File: src/rtl/unified_mem_arbiter.sv
// Arbitrates one single-ported, variable-latency memory between the fetch and data ports.
// The optional single-entry fetch buffer is enabled by defining IFETCH_BUF_EN.
module unified_mem_arbiter #(
  parameter int AW       = 32,
  parameter int DW       = 32,
  parameter int MAX_WAIT = 15
) (
  input  logic          clk,
  input  logic          reset,
  input  logic          ifReq,
  input  logic [AW-1:0] PCF,
  output logic [DW-1:0] instrF,
  output logic          stallIF,
  input  logic          dReq,
  input  logic          memWriteM,
  input  logic [AW-1:0] ALUOutM,
  input  logic [DW-1:0] writeDataM,
  output logic [DW-1:0] readDataM,
  output logic          stallMem,
  output logic          memReq,
  output logic          memWe,
  output logic [AW-1:0] memAddr,
  output logic [DW-1:0] memWData,
  input  logic [DW-1:0] memRData,
  input  logic          memAck,
  output logic          err
);

  typedef enum logic [2:0] {
    IDLE  = 3'd0,
    IBUSY = 3'd1,
    DBUSY = 3'd2,
    IDONE = 3'd3,
    DDONE = 3'd4
  } state_t;

  // Abort fires at the end of the MAX_WAIT-th BUSY cycle without an ack.
  localparam logic [7:0] WAIT_LAST = 8'(MAX_WAIT - 1);

  state_t     state, state_next;
  logic [7:0] wait_cnt;
  logic       grant_i, grant_d, finish, abort;
  logic       fetch_hit;

`ifdef IFETCH_BUF_EN
  logic [AW-1:0] tag;
  logic          tag_valid;

  assign fetch_hit = tag_valid && (PCF == tag);

  always_ff @(posedge clk or negedge reset) begin
    if (!reset) begin
      tag       <= '0;
      tag_valid <= 1'b0;
    end else if (state == IBUSY && memAck) begin
      tag       <= memAddr;
      tag_valid <= 1'b1;
    end else if (abort) begin
      tag_valid <= 1'b0;
    end else if (state == DBUSY && memWe && memAddr == tag) begin
      tag_valid <= 1'b0;
    end
  end
`else
  assign fetch_hit = 1'b0;
`endif

  always_comb begin
    state_next = state;
    grant_i    = 1'b0;
    grant_d    = 1'b0;
    finish     = 1'b0;
    abort      = 1'b0;
    case (state)
      IDLE: begin
        if (dReq) begin
          state_next = DBUSY;
          grant_d    = 1'b1;
        end else if (ifReq) begin
          state_next = fetch_hit ? IDONE : IBUSY;
          grant_i    = !fetch_hit;
        end
      end
      IBUSY, DBUSY: begin
        if (memAck) begin
          finish = 1'b1;
        end else if (wait_cnt == WAIT_LAST) begin
          finish = 1'b1;
          abort  = 1'b1;
        end
        if (finish) state_next = (state == IBUSY) ? IDONE : DDONE;
      end
      IDONE, DDONE: state_next = IDLE;
      default:      state_next = IDLE;
    endcase
  end

  always_ff @(posedge clk or negedge reset) begin
    if (!reset) begin
      state     <= IDLE;
      memReq    <= 1'b0;
      memWe     <= 1'b0;
      memAddr   <= '0;
      memWData  <= '0;
      instrF    <= '0;
      readDataM <= '0;
      err       <= 1'b0;
      wait_cnt  <= '0;
    end else begin
      state <= state_next;
      if (grant_d) begin
        memReq   <= 1'b1;
        memWe    <= memWriteM;
        memAddr  <= ALUOutM;
        memWData <= writeDataM;
      end else if (grant_i) begin
        memReq  <= 1'b1;
        memWe   <= 1'b0;
        memAddr <= PCF;
      end else if (finish) begin
        memReq <= 1'b0;
        memWe  <= 1'b0;
      end

      if (state == IBUSY || state == DBUSY) wait_cnt <= wait_cnt + 8'd1;
      else                                  wait_cnt <= '0;

      if (abort) err <= 1'b1;

      if (state == IBUSY && finish) instrF <= abort ? '0 : memRData;
      if (state == DBUSY && finish && !memWe) readDataM <= abort ? '0 : memRData;
    end
  end

  assign stallIF  = ifReq & (state != IDONE);
  assign stallMem = dReq & (state != DDONE);

endmodule
File: config.mk
export PLATFORM = sky130hd
export DESIGN_NAME = unified_mem_arbiter
export DESIGN_NICKNAME = d
export VERILOG_FILES = /design/src/rtl/unified_mem_arbiter.sv
export SDC_FILE = /design/constraint.sdc
export NUM_CORES = 1
export LEC_CHECK = 0
export BUFFER_PORTS_ARGS = -buffer_cell sky130_fd_sc_hd__buf_4
export CAP_MARGIN = 15
export CORE_ASPECT_RATIO = 0.9
export CORE_MARGIN = 10
export CORE_UTILIZATION = 47
export CTS_CLUSTER_SIZE = 10
export DETAILED_ROUTE_END_ITERATION = 16
export HOLD_SLACK_MARGIN = 0.08
export PLACE_DENSITY = 0.8
export SETUP_SLACK_MARGIN = 0.3
export SLEW_MARGIN = 20
export SYNTH_ARGS = -nofsm -noshare
export SYNTH_HDL_FRONTEND = slang
export SYNTH_SLANG_ARGS = --single-unit
File: constraint.sdc
create_clock -name clk -period 2.7 [get_ports clk]
set_input_delay 0.135 -clock clk [delete_from_list [all_inputs] [get_ports clk]]
set_output_delay 0.135 -clock clk [all_outputs]
set_load 0.005 [all_outputs]
Yosys cells after proc, flatten, opt, wreduce, memory -nomap -nowiden
Cells that the tools add are included.

Register bits: 142. Bits of input ports: 134. Output and inout bits: 133. Logic and storage cells: 54.

Add/subtract/negate cells: 1. Equality and inequality tests: 7. Muxes and demuxes: 25. Bitwise operators: 2. Reductions and logical operators: 10.

Operator list (number): $mux W32 (3); $mux W1 (16); $mux W3 (4); $add A8 B1 Y8 const B (1); $eq A8 B4 Y1 const B (1); $mux W8 (1); $ne A3 B3 Y1 const B (2); $pmux W3 S2 (1); $eq A3 B1 Y1 const B (1); $eq A3 B2 Y1 const B (1); $logic_and A1 B1 Y1 (3); $logic_not A3 Y1 (1); $ne A3 B2 Y1 const B (1); $reduce_bool A3 Y1 (1); $and A1 B1 Y1 (2); $ne A2 B2 Y1 const B (1); $reduce_and A2 Y1 (1); $reduce_bool A2 Y1 (1); $reduce_or A2 Y1 (1); $logic_not A1 Y1 (1); $logic_or A1 B1 Y1 (1).

Depth between registers and ports, before layout
Gate-level depths: netlist of the first run.

Word-level depth: 8. Gate-level depth with buffers: 9. Mapped depth without buffers: 6.

Worst setup path before layout of the first run
Ideal clock, no wire load.

Path type: register to register. Start: reg wait_cnt[0]. End: reg readDataM[0]. Setup time: 123 ps. Arrival time: 1876 ps. Data required time: 2577 ps. Slack: 701 ps. Stages on the path, launching flop included: 10. Buffers on the path: 3. Period minus slack after synthesis: 1999 ps. Cell sequence: dfrtp_1 -> inv_1 -> ha_1 -> nand4bb_1 -> o41a_1 -> buf_6 -> or3_1 -> buf_6 -> buf_12 -> mux2i_1.

Longest elaborated chain between the ends: 7. Elaborated cells on any way between the ends: 10. Classes of those cells: 1 x eq/ne; 7 x mux; 2 x reduce/logical.

RTL lines: from (decl) (line 41) `logic [7:0] wait_cnt;`; from (signal assigned) (line 125) `if (state == IBUSY || state == DBUSY) wait_cnt <= wait_cnt + 8'd1;`; $eq A8 B4 Y1 (*) (line 87) `end else if (wait_cnt == WAIT_LAST) begin`; $mux W1 (*) (line 87); $mux W1 (line 85) `if (memAck) begin`; $mux W1 (2 in series) (line 74) `case (state)`; $logic_and A1 B1 Y1 (2 in series) (line 131) `if (state == DBUSY && finish && !memWe) readDataM <= abort ? '0 : memRData;`; to (signal assigned) (line 131); to (decl) (line 18) `output logic [DW-1:0] readDataM,`.

Every way passes the cells marked *; elsewhere a longest branch is shown, timed or not. The select of a mux whose other input is x is not followed. A chain may end at the register's enable or synchronous reset.

Worst setup path after layout of the first run
Start: reg state[2]. End: reg memAddr[0].

Longest elaborated chain between the ends: 3. Elaborated cells on any way between the ends: 5. Classes of those cells: 3 x mux; 2 x reduce/logical.

RTL lines: from (decl) (line 40) `state_t state, state_next;`; from (signal assigned) (line 110) `state <= state_next;`; $logic_not A3 Y1 (*) (line 74); $mux W1 (line 74); $mux W32 or $reduce_bool A2 Y1 (tied branches); to (signal assigned) (line 114) `memAddr <= ALUOutM;`; to (decl) (line 22) `output logic [AW-1:0] memAddr,`.

Every way passes the cells marked *; elsewhere a longest branch is shown, timed or not.

==> qor.csv, run 1 <==
metric;value;unit
hold_viol;0;
die_w;139;um
required;2960;ps
worst-endpoint-arrival;2570;ps
grt_pass1_wl;36800;um
cpLargestDelayFamily;simple AND/OR/NAND/NOR gates;
rows;38;
yosysSeqAreaShare;0.597;
postSynthAreaPerCell;11.4;sq um
drt-initial-drc-count;391;
fp.dieH;127;um
drive_gt1_frac;0.372;
drc;0;
core;12200;sq um
worstHoldPathType;input pin to register;
tns;0;ps
num_vias;5759;
final_core_util;0.817;
syn-cell-area;5950;sq um
path_cells;nor3_1, and2_4, mux2i_1, dlygate4sd3_1, a21oi_1;
worst_ir_drop_vdd;0.832;mV
worst_setup_path_end_kind;register;
synth_cell_types;33;
crit_slowest_cell;dlygate4sd3_1;
worst_slew_pin_slew;766;ps
routedWlPerCell;21.8;um
cts.path.max_buffers;2;
final_common_cell;buf_4;
io_pins;267;
cpPeakStageDelay;580;ps
cap_violations;0;
cts_sinks;142;
layout.nets;1046;
critPathLaunchType;register;
initial_core_util;0.487;
ant_nets;0;
path_clk_slew;60;ps
yosys_warnings;0;
ys_seq_elements;142;
status;finished clean;
io_buffers;266;
antenna_found_initial;3;
layout_common_cells;271 x buf_4, 142 x dfrtp_1, 129 x dlygate4sd3_1;
totalWireLength;23700;um
powerDensity;1090;nW/um^2
firstDrtPassIters;5;
whs;109;ps
grt_pass1_vias;6531;
cts_tree;built;
clk-insertion-delay-late;430;ps
p_leak;5.00;nW
multiInputGateArea;2060;sq um
slew_violations;0;
htreeDepth;4;
dieArea;17600;sq um
layout.area.seq;3550;sq um
areaGrowthSynthToFinish;67.6;%
synth_top_cell_by_area;dfrtp_1;
slew_headroom;0.489;
worstPathMaxFanout;25;
period_needed;2310;ps
grt_max_degree;86;
final_area;9980;sq um
dp_hpwl;14100;um
fin_crit_sh;0.857;
place_area;8040;sq um
synth_top_area_frac;0.597;
worstSetupPathType;register to register;
num-fill-cells;641;
synth_nets;659;
setup_viol;0;
synth_area_leaders;dfrtp_1 60%, mux2i_1 11%, mux2_2 6.1%, o21ai_0 4.7%, a21oi_1 2.9%;
grt.total_usage;0.264;
ff2ff_setup_slack;390;ps
cts_made_buffers;17;
place_congestion;0.833;
clock_skew;16.1;ps
overflow;0;
rsz0062_at_grt;false;
syn_inst;523;
timing.fmax;432;MHz
root_buffer;clkbuf_16;
viasPerCell;5.30;
critPathBufInv;1;
-- cell usage after synthesis --
master and n:
a21boi_0 1, a21o_1 1, a21oi_1 35, a32o_1 1, and2_1 1, and3_1 2, buf_1 3, buf_12 3
buf_2 10, buf_6 2, clkbuf_1 17, dfrtp_1 142, ha_1 2, inv_1 37, mux2_2 32, mux2i_1 64
nand2_1 34, nand2b_1 2, nand3_1 4, nand4bb_1 1, nor2_1 46, nor2b_1 1, nor3_1 2, o21a_1 1
o21ai_0 56, o21ai_1 8, o41a_1 1, or2_2 3, or3_1 2, or4_1 1, or4b_1 1, xnor2_1 3
xor2_1 4
-- final timing paths --
path | from | to | depth (start not counted)
max reg2reg | state[2]$_DFFE_PN0P_ | memAddr[0]$_DFFE_PN0P_ | 5
max | state[2]$_DFFE_PN0P_ | memAddr[0]$_DFFE_PN0P_ | 5
min in group asynchronous | reset | instrF[26]$_DFFE_PN0P_ | 2
min reg2reg | err$_DFFE_PN0P_ | err$_DFFE_PN0P_ | 1
min | ALUOutM[2] | memAddr[2]$_DFFE_PN0P_ | 3
max in group asynchronous | reset | memAddr[27]$_DFFE_PN0P_ | 3
-- worst min-delay path, stage by stage --
cell and delay, ps:
buf_4 80, mux2i_1 80, a21oi_1 170
-- cells by family after synthesis --
kind of cell,Yosys count,share of synthesized area
simple gates,100,0.0719
xor+xnor,7,0.0103
flops,142,0.597
mux,96,0.168
compound gates,104,0.0906
fa+ha+maj,2,0.00420
buf+inv,72,0.0582
-- report_power, final --
group | internal [W] | switching (W) | total [W]
combinational | 0.00235 | 0.00208 | 0.00442
clock | 0.00160 | 0.000931 | 0.00253
sequential | 0.00316 | 0.000756 | 0.00391
-- routing by layer --
| layer | global-route usage | wire length, um | vias to the layer above |
|---|---|---|---|
| met5 | 0 | 0 | - |
| met1 | 0.281 | 8640 | 2792 |
| li1 | - | - | 2529 |
| met4 | 0.129 | 905 | 0 |
| met2 | 0.441 | 11600 | 362 |
| met3 | 0.116 | 2540 | 76 |
-- state kept, by name, summed over array words and instances, names as in the netlist --
signal     flops
state          3
memReq         1
readDataM     32
wait_cnt       8
instrF        32
memWData      32
memAddr       32
memWe          1
err            1
-- area by class of cell --
type	instances	share of cell area
Timing Repair Buffer	403	0.338
Tap cell	160	0.0201
Antenna cell	3	0.000752
Inverter	37	0.0139
Sequential cell	142	0.356
Clock inverter	12	0.0183
Multi-Input combinational cell	309	0.207
Clock buffer	20	0.0458
-- timing repair --
item	CTS	global route
endpoints found under the setup margin	0	23
hold buffers	129	0
gates resized for setup	0	1
setup buffers	0	0
hold endpoints to repair	214	0
-- through the flow --
stage | worst slack, ps | instances | power, W
2_1_floorplan | 701 | 523 | 0.00557
5_1_grt | 344 | 1086 | 0.0115
3_3_place_gp | 581 | 922 | 0.00773
4_1_cts | 364 | 1083 | 0.0106
3_5_place_dp | 380 | 922 | 0.00793
6_report | 387 | 1086 | 0.0109
Note: power is estimated with default switching activity, not from simulation.
==> run 2, diff against run 1 <==
- CORE_UTILIZATION: 47 -> 51
- PLACE_DENSITY: 0.8 -> 0.86
- clock period: 2.7 -> 2.85 ns (I/O delays scaled with it)
==> run 2 against run 1 <==
Against the previous run:
- final area fell by 0.50%
- clock power down 7%
- setup slack improved by 25 ps
- critical path depth rose by 2
- cell count down 0.64%
- sequential power is 5.1% lower
- routed wire length grew 2.4%
- power decreased by 4.1%
- highest routed layer unchanged
==> qor.csv, run 2 (same netlist as run 1, synthesis figures left out) <==
metric;value;unit
status;finished clean;
firstDrtPassIters;5;
grt.total_usage;0.289;
areaGrowthSynthToFinish;66.7;%
place_congestion;0.833;
cap_violations;0;
place_area;8090;sq um
io_buffers;266;
slew_headroom;0.465;
worstHoldPathType;input pin to register;
clock_skew;11.3;ps
ant_nets;0;
overflow;0;
path_clk_slew;60;ps
worstPathMaxFanout;32;
cts.path.max_buffers;2;
viasPerCell;5.46;
tns;0;ps
grt_pass1_wl;36900;um
final_common_cell;buf_4;
initial_core_util;0.521;
layout_common_cells;279 x buf_4, 142 x dfrtp_1, 121 x dlygate4sd3_1;
drive_gt1_frac;0.379;
io_pins;267;
cts_made_buffers;17;
total_power;0.0104;W
fin_cells;1079;
routedWlPerCell;22.5;um
worstSetupPathType;register to register;
whs;104;ps
fin_crit_sh;0.856;
period_needed;2440;ps
setup_viol;0;
worst_setup_path_end_kind;register;
rows;37;
dp_hpwl;14100;um
final_area;9930;sq um
grt_max_degree;89;
post_cts_buffers;0;
die_w;134;um
root_buffer;clkbuf_16;
path_cells;inv_1, ha_1, nand4bb_1, o41a_1, or3_2, buf_4, mux2i_1;
drt-initial-drc-count;481;
num_vias;5894;
num_antenna_cells;0;
totalWireLength;24300;um
num-fill-cells;491;
critPathBufInv;2;
fp.dieH;123;um
p_leak;5.01;nW
drc;0;
slew_violations;0;
dpl.cell_count;926;
layout.nets;1046;
cpPeakStageDelay;500;ps
powerDensity;1050;nW/um^2
core;11400;sq um
rsz0062_at_grt;false;
worst_slew_pin_slew;803;ps
cts_sinks;142;
dieArea;16400;sq um
antenna_found_initial;0;
clk-insertion-delay-late;420;ps
critPathLaunchType;register;
timing.fmax;410;MHz
crit_slowest_cell;o41a_1;
worst_ir_drop_vdd;0.566;mV
grt_pass1_vias;6581;
cts_tree;built;
required;3170;ps
cpLargestDelayFamily;simple AND/OR/NAND/NOR gates;
worst-endpoint-arrival;2760;ps
htreeDepth;4;
hold_viol;0;
==> run 2: repair_timing <==
action / 4_1_cts / 5_1_grt
hold buffers: 121 / 0
endpoints found under the setup margin: 0 / 4
resized for setup: 0 / 1
hold endpoints to repair: 213 / 0
==> run 2: where the power goes <==
part,switching (W),internal (W)
Sequential,0.000716,0.00299
Clock,0.000852,0.00151
Combinational,0.00207,0.00228
==> run 2: final timing paths <==
kind | from | endpoint | slack, ps | depth (start not counted)
min reg2reg | err$_DFFE_PN0P_ | err$_DFFE_PN0P_ | 470 | 1
max reg2reg | wait_cnt[0]$_DFF_PN0_ | readDataM[8]$_DFFE_PN0P_ | 410 | 7
min | dReq | state[0]$_DFFE_PN0P_ | 100 | 4
max | wait_cnt[0]$_DFF_PN0_ | readDataM[8]$_DFFE_PN0P_ | 410 | 7
min in group asynchronous | reset | err$_DFFE_PN0P_ | 370 | 2
max in group asynchronous | reset | readDataM[16]$_DFFE_PN0P_ | 1680 | 3
==> run 2: per-stage QoR <==
| stage | utilization | setup WS, ps |
|---|---|---|
| after global placement | 0.708 | 548 |
| after CTS | 0.868 | 352 |
| after floorplan | - | 851 |
| after detailed placement | 0.708 | 479 |
| after global routing | 0.868 | 332 |
| final | 0.868 | 412 |
==> run 2: final cells by class <==
| type | count | area (sq um) | area share |
|---|---|---|---|
| sequential | 142 | 3550 | 0.358 |
| timing repair buffer | 403 | 3360 | 0.338 |
| multi-input combinational | 309 | 2060 | 0.207 |
| clock buffer | 21 | 460 | 0.0464 |
| tap | 156 | 195 | 0.0197 |
| clock inverter | 11 | 164 | 0.0165 |
| inverter | 37 | 139 | 0.0140 |
==> run 2: worst reg2reg max path, stage by stage (launching register included) <==
cell	delay, ps
dfrtp_1	400
inv_1	70
ha_1	140
nand4bb_1	120
o41a_1	500
or3_2	500
buf_4	320
mux2i_1	300
==> run 2: layer usage <==
metal,share of wire,vias to the layer above,GRT usage
li1,-,2529,-
met2,0.52,405,0.518
met4,0.042,0,0.148
met1,0.34,2883,0.294
met5,0,-,0
met3,0.099,77,0.103
==> run 3, diff against run 2 <==
- ABC_AREA: not set -> 1
- GPL_TIMING_DRIVEN: not set -> 0
==> run 3 against run 2 <==
Against the previous run:
- sequential share of layout area shrank 0.46 points
- clock-buffer cell count is the same
- final area grew 1.3%
- hold slack gained 65 ps
- register-to-register slack gained 150 ps
- critical path type unchanged
- critical endpoint is now memAddr[7]$_DFFE_PN0P_
- largest power group unchanged
- highest routed layer unchanged
==> qor.csv, run 3 <==
metric;value;unit
status;finished clean;
sw_frac_of_total;0.381;
period_needed;2290;ps
p_int;0.00668;W
totalWireLength;29100;um
met2_wirelength;14000;um
rows;37;
cap_violations;0;
syn-cell-area;5910;sq um
grt_pass1_vias;7723;
worstSetupPathType;register to register;
total_power;0.0108;W
tns;0;ps
synth-edff-count;0;
num_vias;7218;
syn_inst;656;
dp_hpwl;15400;um
combPwrFrac;0.454;
synth_common_cells;209 x nand2_1, 142 x dfrtp_1, 94 x o21ai_1, 69 x o21ai_0, 36 x nor3_1;
worst_ir_drop_vdd;0.757;mV
die_w;133;um
postCtsHoldBufs;131;
cts_tree;built;
antenna_found_initial;2;
viasPerCell;5.81;
yosysSeqAreaShare;0.602;
p_clk_frac;0.215;
hold_viol;0;
place_congestion;0.813;
whs;170;ps
core;11400;sq um
layout.nets;1209;
critPathLaunchType;register;
synth_cell_types;24;
worst_setup_path_end_kind;register;
fp.dieH;122;um
routedWlPerCell;23.4;um
io_buffers;266;
synth_top_area_frac;0.602;
cts_sinks;142;
path_clk_slew;60;ps
p_seq_frac;0.331;
ys_async_sr_fraction;1.00;
clock_skew;15.5;ps
fin_ws;565;ps
areaGrowthSynthToFinish;70.3;%
synth_top_cell_by_area;dfrtp_1;
required;3210;ps
initial_core_util;0.519;
timing.fmax;438;MHz
powerDensity;1070;nW/um^2
slew_violations;0;
dpl.cell_count;1079;
root_buffer;clkbuf_16;
grt.total_usage;0.350;
place_ws;1200;ps
post_cts_buffers;0;
firstDrtPassIters;8;
drive_gt1_frac;0.315;
worstPathMaxFanout;10;
final_common_cell;buf_4;
fin_crit_sh;0.802;
rsz0062_at_grt;false;
drc;0;
wl_met1;10100;um
grt_pass1_wl;44400;um
slew_headroom;0.635;
synth_nets;792;
io_pins;267;
worst-endpoint-arrival;2650;ps
cts_made_buffers;17;
dieArea;16300;sq um
overflow;0;
fin_cells;1243;
ant_nets;0;
postSynthAreaPerCell;9.00;sq um
setup_viol;0;
post_cts_resized;0;
clk-insertion-delay-late;430;ps
worstHoldPathType;input pin to register;
synth_ff_type;dfrtp_1;
top_layer;met4;
worst_slew_pin_slew;547;ps
synth_area_leaders;dfrtp_1 60%, nand2_1 13%, o21ai_1 8.0%, o21ai_0 5.8%, nor3_1 3.1%;
grt_max_degree;91;
met3WireLength;3590;um
netSwitchingPower;0.00411;W
drt-initial-drc-count;883;
p_leak;5.13;nW
cts.path.max_buffers;2;
yosys_warnings;0;
layout_common_cells;267 x buf_4, 209 x nand2_1, 142 x dfrtp_1;
synth_most_common_cell;nand2_1;
ys_seq_elements;142;
htreeDepth;4;
## run 3: area by class of cell
cell class	count	area, sq um
multi-input cells	451	2050
flip-flops and latches	142	3550
inverters	21	78.8
repair buffers	398	3340
fillers	471	1330
plain buffers	42	228
well taps	156	195
clock inverters	10	138
diodes	2	5.00
clock buffers	21	470
## run 3: logic make-up after synthesis
kind of cell	count (synthesis)	synth area share
compound gates	169	0.146
buf+inv	63	0.0519
flops	142	0.602
fa+ha+maj	2	0.00424
simple gates	280	0.197
## run 3: metrics by stage
stage / util / cell area, sq um
finish: 0.883 / 10100
global route: 0.883 / 10100
CTS: 0.883 / 10100
detailed placement: 0.714 / 8130
global placement: 0.711 / 8100
floorplan: - / 5910
## run 3: power by group through the flow
| stage | Clock, W | Combinational, W | Sequential, W |
|---|---|---|---|
| floorplan | 0 | 0.00159 | 0.00346 |
| global placement | 0 | 0.00375 | 0.00340 |
| detailed placement | 0 | 0.00387 | 0.00342 |
| CTS | 0.00228 | 0.00447 | 0.00342 |
| global route | 0.00239 | 0.00523 | 0.00363 |
| finish | 0.00232 | 0.00490 | 0.00357 |
## run 3: routing by layer
layer  GRT usage  vias up
li1            -     3004
met1       0.391     3435
met5           0        -
met2       0.579      657
met4       0.171        0
met3       0.138      122
## run 3: critical path, stage by stage (launching register included)
cell	delay, ps
dfrtp_1	450
nor2_2	200
nand2_2	130
nor2_4	210
buf_2	280
o21ai_0	210
o21ai_1	190
dlygate4sd3_1	570
## run 3: final timing paths
kind                       slack [ps]                   from                endpoint  cells past startpoint
max                               560   state[1]$_DFFE_PN0P_  memAddr[7]$_DFFE_PN0P_                      7
min                               170                  ifReq    state[0]$_DFFE_PN0P_                      5
max reg2reg                       560   state[1]$_DFFE_PN0P_  memAddr[7]$_DFFE_PN0P_                      7
min reg2reg                       490  wait_cnt[0]$_DFF_PN0_   wait_cnt[0]$_DFF_PN0_                      1
max in group asynchronous        1880                  reset  memAddr[2]$_DFFE_PN0P_                      3
min in group asynchronous         210                  reset  instrF[25]$_DFFE_PN0P_                      2
